File: config.mk
export PLATFORM = sky130hd
export DESIGN_NAME = dkong_wav_player
export DESIGN_NICKNAME = d
export VERILOG_FILES = /design/src/rtl/dkong_wav_pkg.sv /design/src/rtl/dkong_wav_trig.sv /design/src/rtl/dkong_wav_player.sv
export SDC_FILE = /design/constraint.sdc
export NUM_CORES = 1
export LEC_CHECK = 0
export ABC_AREA = 0
export ABC_CLOCK_PERIOD_IN_PS = 4000
export CORE_MARGIN = 2
export CORE_UTILIZATION = 40
export CTS_CLUSTER_SIZE = 14
export DETAILED_ROUTE_END_ITERATION = 12
export GPL_TIMING_DRIVEN = 1
export PLACE_DENSITY = 0.59
export SYNTH_ARGS = -nofsm -noshare
export SYNTH_HDL_FRONTEND = slang
export SYNTH_SLANG_ARGS = --single-unit
File: constraint.sdc
create_clock -name I_CLK -period 4 [get_ports I_CLK]
set_clock_uncertainty 0.15 [all_clocks]
set_input_delay 1.2 -clock I_CLK [delete_from_list [all_inputs] [get_ports I_CLK]]
set_output_delay 1.2 -clock I_CLK [all_outputs]
set_load 0.005 [all_outputs]
File: src/rtl/dkong_wav_pkg.sv
// Shared definitions for the Donkey Kong PCM sample player: FSM encoding,
// idle output level and the board's default sample tables.
package dkong_wav_pkg;

  typedef enum logic [1:0] {
    ST_IDLE  = 2'd0,
    ST_PLAY  = 2'd1,
    ST_FETCH = 2'd2,
    ST_DRAIN = 2'd3
  } state_t;

  localparam logic [7:0] IDLE_LEVEL = 8'h80;

  // walk, jump, foot, roar slot (channel 0 in the low bits)
  localparam logic [63:0] DEF_START_TABLE = {16'h5000, 16'h3000, 16'h1000, 16'h0000};
  localparam logic [51:0] DEF_LEN_TABLE   = {13'h0fff, 13'h1750, 13'h1e20, 13'h07d0};

  function automatic int ch_w(input int n);
    return (n > 1) ? $clog2(n) : 1;
  endfunction

endpackage

File: src/rtl/dkong_wav_trig.sv
// Trigger front end: synchronise active-low switches, detect presses,
// pick the highest pressed channel and hold the active channel index.
module dkong_wav_trig
  import dkong_wav_pkg::*;
#(
  parameter int NUM_CH = 4
)(
  input  logic                      I_CLK,
  input  logic                      I_RSTn,
  input  logic [NUM_CH-1:0]         sw,
  input  logic                      load,
  output logic                      trig_any,
  output logic [ch_w(NUM_CH)-1:0]   trig_idx,
  output logic [ch_w(NUM_CH)-1:0]   ch
);
  localparam int CH_W = ch_w(NUM_CH);

  // Stored inverted so that the all-zero reset state means "released".
  logic [NUM_CH-1:0] sync1, sync2, prev, trig;

  always_ff @(posedge I_CLK or negedge I_RSTn) begin
    if (!I_RSTn) begin
      sync1 <= '0;
      sync2 <= '0;
      prev  <= '0;
      ch    <= '0;
    end else begin
      sync1 <= ~sw;
      sync2 <= sync1;
      prev  <= sync2;
      if (load) ch <= trig_idx;
    end
  end

  assign trig     = sync2 & ~prev;
  assign trig_any = |trig;

  always_comb begin
    trig_idx = '0;
    for (int i = 0; i < NUM_CH; i++)
      if (trig[i]) trig_idx = CH_W'(i);
  end

endmodule

File: src/rtl/dkong_wav_player.sv
// Multi-channel PCM sample player: priority triggers, sample-rate ROM walk
// over a request/valid handshake, registered 8-bit sample output.
module dkong_wav_player
  import dkong_wav_pkg::*;
#(
  parameter int                      NUM_CH      = 4,
  parameter int                      SAMPLE_DIV  = 2228,
  parameter int                      ADDR_W      = 19,
  parameter int                      CNT_W       = 13,
  parameter logic [ADDR_W-1:0]       ROM_BASE    = ADDR_W'(19'h20000),
  parameter logic [NUM_CH*16-1:0]    START_TABLE = (NUM_CH*16)'(DEF_START_TABLE),
  parameter logic [NUM_CH*CNT_W-1:0] LEN_TABLE   = (NUM_CH*CNT_W)'(DEF_LEN_TABLE),
  parameter logic [NUM_CH-1:0]       LOOP_MASK   = '0
)(
  input  logic                     I_CLK,
  input  logic                     I_RSTn,
  input  logic [NUM_CH-1:0]        I_SW,
  output logic [ADDR_W-1:0]        O_ROM_AB,
  output logic                     O_ROM_RD,
  input  logic [7:0]               I_ROM_DB,
  input  logic                     I_ROM_VLD,
  output logic [7:0]               O_WAV,
  output logic                     O_BUSY,
  output logic [ch_w(NUM_CH)-1:0]  O_CH,
  output logic                     O_UNDERRUN
);
  localparam int DIV_W = (SAMPLE_DIV > 1) ? $clog2(SAMPLE_DIV) : 1;
  localparam int CH_W  = ch_w(NUM_CH);

  // Sample-rate divider; free-running, triggers never restart it.
  logic [DIV_W-1:0] div;
  logic             tick;

  assign tick = (div == DIV_W'(SAMPLE_DIV - 1));

  always_ff @(posedge I_CLK or negedge I_RSTn) begin
    if (!I_RSTn) div <= '0;
    else         div <= tick ? '0 : div + 1'b1;
  end

  logic            trig_any, accept;
  logic [CH_W-1:0] trig_idx;

  dkong_wav_trig #(.NUM_CH(NUM_CH)) u_trig (
    .I_CLK    (I_CLK),
    .I_RSTn   (I_RSTn),
    .sw       (I_SW),
    .load     (accept),
    .trig_any (trig_any),
    .trig_idx (trig_idx),
    .ch       (O_CH)
  );

  // Equal priority retriggers; lower priority while busy is dropped.
  assign accept = trig_any && (!O_BUSY || trig_idx >= O_CH);

  // One extra counter bit so cnt can reach LEN+1 even at the maximum length.
  logic [CNT_W:0]    cnt, cnt_n;
  logic [CNT_W-1:0]  len_cur;
  logic [15:0]       start_cur;
  logic              loop_cur;
  logic [ADDR_W-1:0] base_addr;

  assign len_cur   = LEN_TABLE[CNT_W * int'(O_CH) +: CNT_W];
  assign start_cur = START_TABLE[16 * int'(O_CH) +: 16];
  assign loop_cur  = LOOP_MASK[O_CH];
  assign base_addr = ROM_BASE + ADDR_W'(start_cur);

  state_t            state, state_n;
  logic [ADDR_W-1:0] ab_n;
  logic              rd_n, busy_n, und_n;
  logic [7:0]        wav_n;

  always_ff @(posedge I_CLK or negedge I_RSTn) begin
    if (!I_RSTn) begin
      state      <= ST_IDLE;
      cnt        <= '0;
      O_ROM_AB   <= '0;
      O_ROM_RD   <= 1'b0;
      O_WAV      <= IDLE_LEVEL;
      O_BUSY     <= 1'b0;
      O_UNDERRUN <= 1'b0;
    end else begin
      state      <= state_n;
      cnt        <= cnt_n;
      O_ROM_AB   <= ab_n;
      O_ROM_RD   <= rd_n;
      O_WAV      <= wav_n;
      O_BUSY     <= busy_n;
      O_UNDERRUN <= und_n;
    end
  end

  always_comb begin
    state_n = state;
    cnt_n   = cnt;
    ab_n    = O_ROM_AB;
    rd_n    = 1'b0;
    wav_n   = O_WAV;
    busy_n  = O_BUSY;
    und_n   = O_UNDERRUN | (tick && (state == ST_FETCH || state == ST_DRAIN));

    case (state)
      ST_IDLE: if (accept) state_n = ST_PLAY;
      ST_PLAY: begin
        // a trigger in this cycle wins over the tick
        if (!accept && tick) begin
          if (cnt <= {1'b0, len_cur}) begin
            ab_n    = base_addr + ADDR_W'(cnt);
            rd_n    = 1'b1;
            state_n = ST_FETCH;
          end else if (loop_cur) begin
            cnt_n   = '0;
            ab_n    = base_addr;
            rd_n    = 1'b1;
            state_n = ST_FETCH;
          end else begin
            state_n = ST_IDLE;
            busy_n  = 1'b0;
            wav_n   = IDLE_LEVEL;
          end
        end
      end
      ST_FETCH: begin
        if (accept) begin
          state_n = I_ROM_VLD ? ST_PLAY : ST_DRAIN;
        end else if (I_ROM_VLD) begin
          wav_n   = I_ROM_DB;
          cnt_n   = cnt + 1'b1;
          state_n = ST_PLAY;
        end
      end
      ST_DRAIN: if (I_ROM_VLD) state_n = ST_PLAY;
      default:  state_n = ST_IDLE;
    endcase

    if (accept) begin
      cnt_n  = '0;
      busy_n = 1'b1;
    end
  end

endmodule

==> reports/results.ini <==
[status]
status = completed

[die]
fp.dieArea_um2 = 9340
core_area_um2 = 8260
die_w_um = 96.7
io_pins = 47
initial_core_util = 0.416
rows = 33
die_h_um = 96.7

[sta]
max-slew-margin-rel = 0.472
fin_ws_ns = 0.756
tns_ns = 0
rsz0062_at_grt = false
timing.final.max_slew_violations = 0
tightestPinTransition_ns = 0.792
holdWs_ns = 0.201
finalSetupViolCount = 0
finalCritPeriodShare = 0.811
fmax_mhz = 308
finalCriticalPeriod_ns = 3.24
hold_viol = 0

[cells_and_area]
antennaDiodeCount = 0
drive_gt1_frac = 0.110
syn_to_final_growth_pct = 21.7
num-nets-final = 395

[logic_synthesis]
synthCells = 310
synth.distinct_cells = 48
synth_edf_count = 0
synth_top_flop_cell = dfrtp_1
netlist_area_um2 = 3430
synth_seq_area_share = 0.510
postSynthRegisterBits = 70
synthArstFlopShare = 1.00
ys_warn_count = 0
syn_avg_cell_area_um2 = 11.1

[worst_setup_path]
path_class = reg2reg
worst_ep_required_time_ns = 4.08
cp-end-kind = flop
worstPathArrival_ns = 3.33
path_max_fanout = 18
crit_path_start_kind = flop

[clock_network]
cts_hold_buf = 0
clockBufferDepth = 2
htreeDepth = 3
insertion_delay_ns = 0.35
cts.sinks = 70
cts_setup_buffers = 0
postCtsResizedCells = 0
cts-buffers-inserted = 9
ctsRootBufferMaster = clkbuf_8
cts.clk_slew.worst_paths_ns = 0.07
tritoncts = built

[route]
drc = 0
highest_layer = met4
wl_per_cell_um = 14.6
drt_iter0_drc = 77
ant_nets = 0
wl_met1_um = 3040
wl_met3_um = 231
drtPass1Iterations = 4
vias = 2378
wl_um = 6850
vias_per_cell = 5.06
wl_met2_um = 3480

[hold_path]
hold_path.class = reg2reg

[placement]
pre_cts_ws_ns = 0.740
hpwlAfterDp_um = 4950
port_buffers = 44
gp_congestion = 0.790

[power]
leakagePower_nw = 1.90
internal_power_w = 0.00111
switching_share = 0.288
p_seq_frac = 0.475
ir_drop_mv = 0.231
p_per_area_nw_per_um2 = 375
combPwrFrac = 0.186
power.switching_w = 0.000452
p_clk_frac = 0.339

[global_route]
grt_pass1_vias = 2458
antenna_found_initial = 0
grt_max_degree = 42
grt_pass1_wl_um = 11900
track_usage = 0.159
grt_overflow = 0

[run]
cap_violations = 0

## per-layer routing
metal  vias up  global-route usage
met5         -                   0
met4         0              0.0488
met3        11              0.0484
met2        41               0.272
met1      1152               0.194
li1       1174                   -
## registers in the layout (all words and copies together), names as in the netlist
signal and cells:
O_BUSY 1, O_UNDERRUN 1, O_WAV 8, u_trig.sync2 4, div 12, O_ROM_RD 1
u_trig.sync1 4, u_trig.prev 4, state 2, u_trig.ch 2, O_ROM_AB 17, cnt 14
## worst max-delay path, stage by stage, from the launching register on
cell	delay (ns)
dfrtp_1	0.49
inv_1	0.15
ha_1	0.33
inv_1	0.05
ha_1	0.28
nand4_1	0.12
o41a_1	0.50
o221ai_4	0.66
mux2_2	0.41
## cell usage after synthesis (2+ instances only)
| cell type | instances | area share |
|---|---|---|
| a21o_1 | 4 | 0.0087 |
| nand4b_1 | 4 | 0.010 |
| mux2i_1 | 2 | 0.0058 |
| xnor2_1 | 16 | 0.041 |
| o211a_1 | 2 | 0.0058 |
| o21ai_0 | 12 | 0.017 |
| and3_1 | 3 | 0.0055 |
| ha_1 | 19 | 0.069 |
| nand3_1 | 10 | 0.015 |
| nand2_1 | 21 | 0.023 |
| nor2_1 | 28 | 0.031 |
| nor2b_1 | 8 | 0.015 |
| nand2b_1 | 6 | 0.011 |
| mux2_4 | 7 | 0.031 |
| a211oi_1 | 2 | 0.0044 |
| nor4_1 | 3 | 0.0055 |
| a21oi_1 | 9 | 0.013 |
| xor2_1 | 9 | 0.023 |
| o22ai_1 | 2 | 0.0036 |
| clkbuf_1 | 5 | 0.0055 |
| buf_4 | 2 | 0.0044 |
| mux2_2 | 8 | 0.026 |
| nor3_1 | 3 | 0.0044 |
| a32oi_1 | 7 | 0.018 |
| nand4_1 | 8 | 0.015 |
| inv_1 | 19 | 0.021 |
| a31oi_1 | 2 | 0.0036 |
| dfrtp_1 | 69 | 0.50 |
## cell type report
type / count / area, um^2
clock inverters: 3 / 17.5
inverters: 19 / 71.3
well taps: 105 / 131
clock buffers: 13 / 169
repair buffers: 48 / 478
flip-flops and latches: 70 / 1750
fillers: 763 / 4080
multi-input cells: 212 / 1560
## power groups by stage
stage / Combinational (W) / Sequential, W / Clock, W
global route: 0.000339 / 0.000746 / 0.000586
detailed placement: 0.000294 / 0.000757 / 0
finish: 0.000291 / 0.000744 / 0.000532
global placement: 0.000289 / 0.000754 / 0
floorplan: 0.000187 / 0.000753 / 0
CTS: 0.000296 / 0.000743 / 0.000559
## final timing paths
check                                 from              end  slack [ns]  cells after the start
hold / removal             u_trig.sync1[0]  u_trig.sync2[0]        0.20                      0
max in group asynchronous           I_RSTn           O_BUSY        2.29                      2
setup reg to reg              u_trig.ch[0]      O_ROM_AB[1]        0.76                      8
setup / recovery              u_trig.ch[0]      O_ROM_AB[1]        0.76                      8
hold reg to reg            u_trig.sync1[0]  u_trig.sync2[0]        0.20                      0
min in group asynchronous           I_RSTn          cnt[13]        0.74                      1
## cell usage in the layout, fill, tap and decap left out, types with 2 or more instances in the layout
| master | n |
|---|---|
| nor2b_1 | 8 |
| clkbuf_8 | 12 |
| dfrtp_1 | 69 |
| a211oi_1 | 2 |
| clkdlybuf4s50_1 | 43 |
| nand2_1 | 21 |
| a31oi_1 | 2 |
| o211a_1 | 2 |
| nor4_1 | 3 |
| a21oi_1 | 9 |
| nand2b_1 | 6 |
| conb_1 | 2 |
| mux2i_1 | 2 |
| o22ai_1 | 2 |
| a32oi_1 | 7 |
| o21ai_0 | 12 |
| clkinv_2 | 2 |
| mux2_4 | 7 |
| nor2_1 | 28 |
| nand4_1 | 8 |
| ha_1 | 19 |
| buf_4 | 3 |
| and3_1 | 3 |
| nor3_1 | 3 |
| xor2_1 | 9 |
| xnor2_1 | 16 |
| a21o_1 | 4 |
| nand3_1 | 10 |
| nand4b_1 | 4 |
| mux2_2 | 8 |
| inv_1 | 19 |
## cells by family after synthesis
family                     Yosys count  synth area share
and+or+nand+nor                    104             0.160
adders and majority gates           20            0.0750
buffers and inverters               29            0.0368
xor gates and xnor gates            25            0.0638
AOI/OAI and AO/OA                   44            0.0907
muxes                               17            0.0627
DFF                                 70             0.510
other                                1           0.00109
## stage by stage
step	utilization	cells	instance area (um^2)	power, W
after floorplan	-	311	3440	0.000940
after global placement	0.483	454	3990	0.00104
after detailed placement	0.483	454	3990	0.00105
after CTS	0.506	470	4180	0.00160
after global routing	0.506	470	4180	0.00167
final	0.506	470	4180	0.00157
Power figures use the tool's default switching activity.
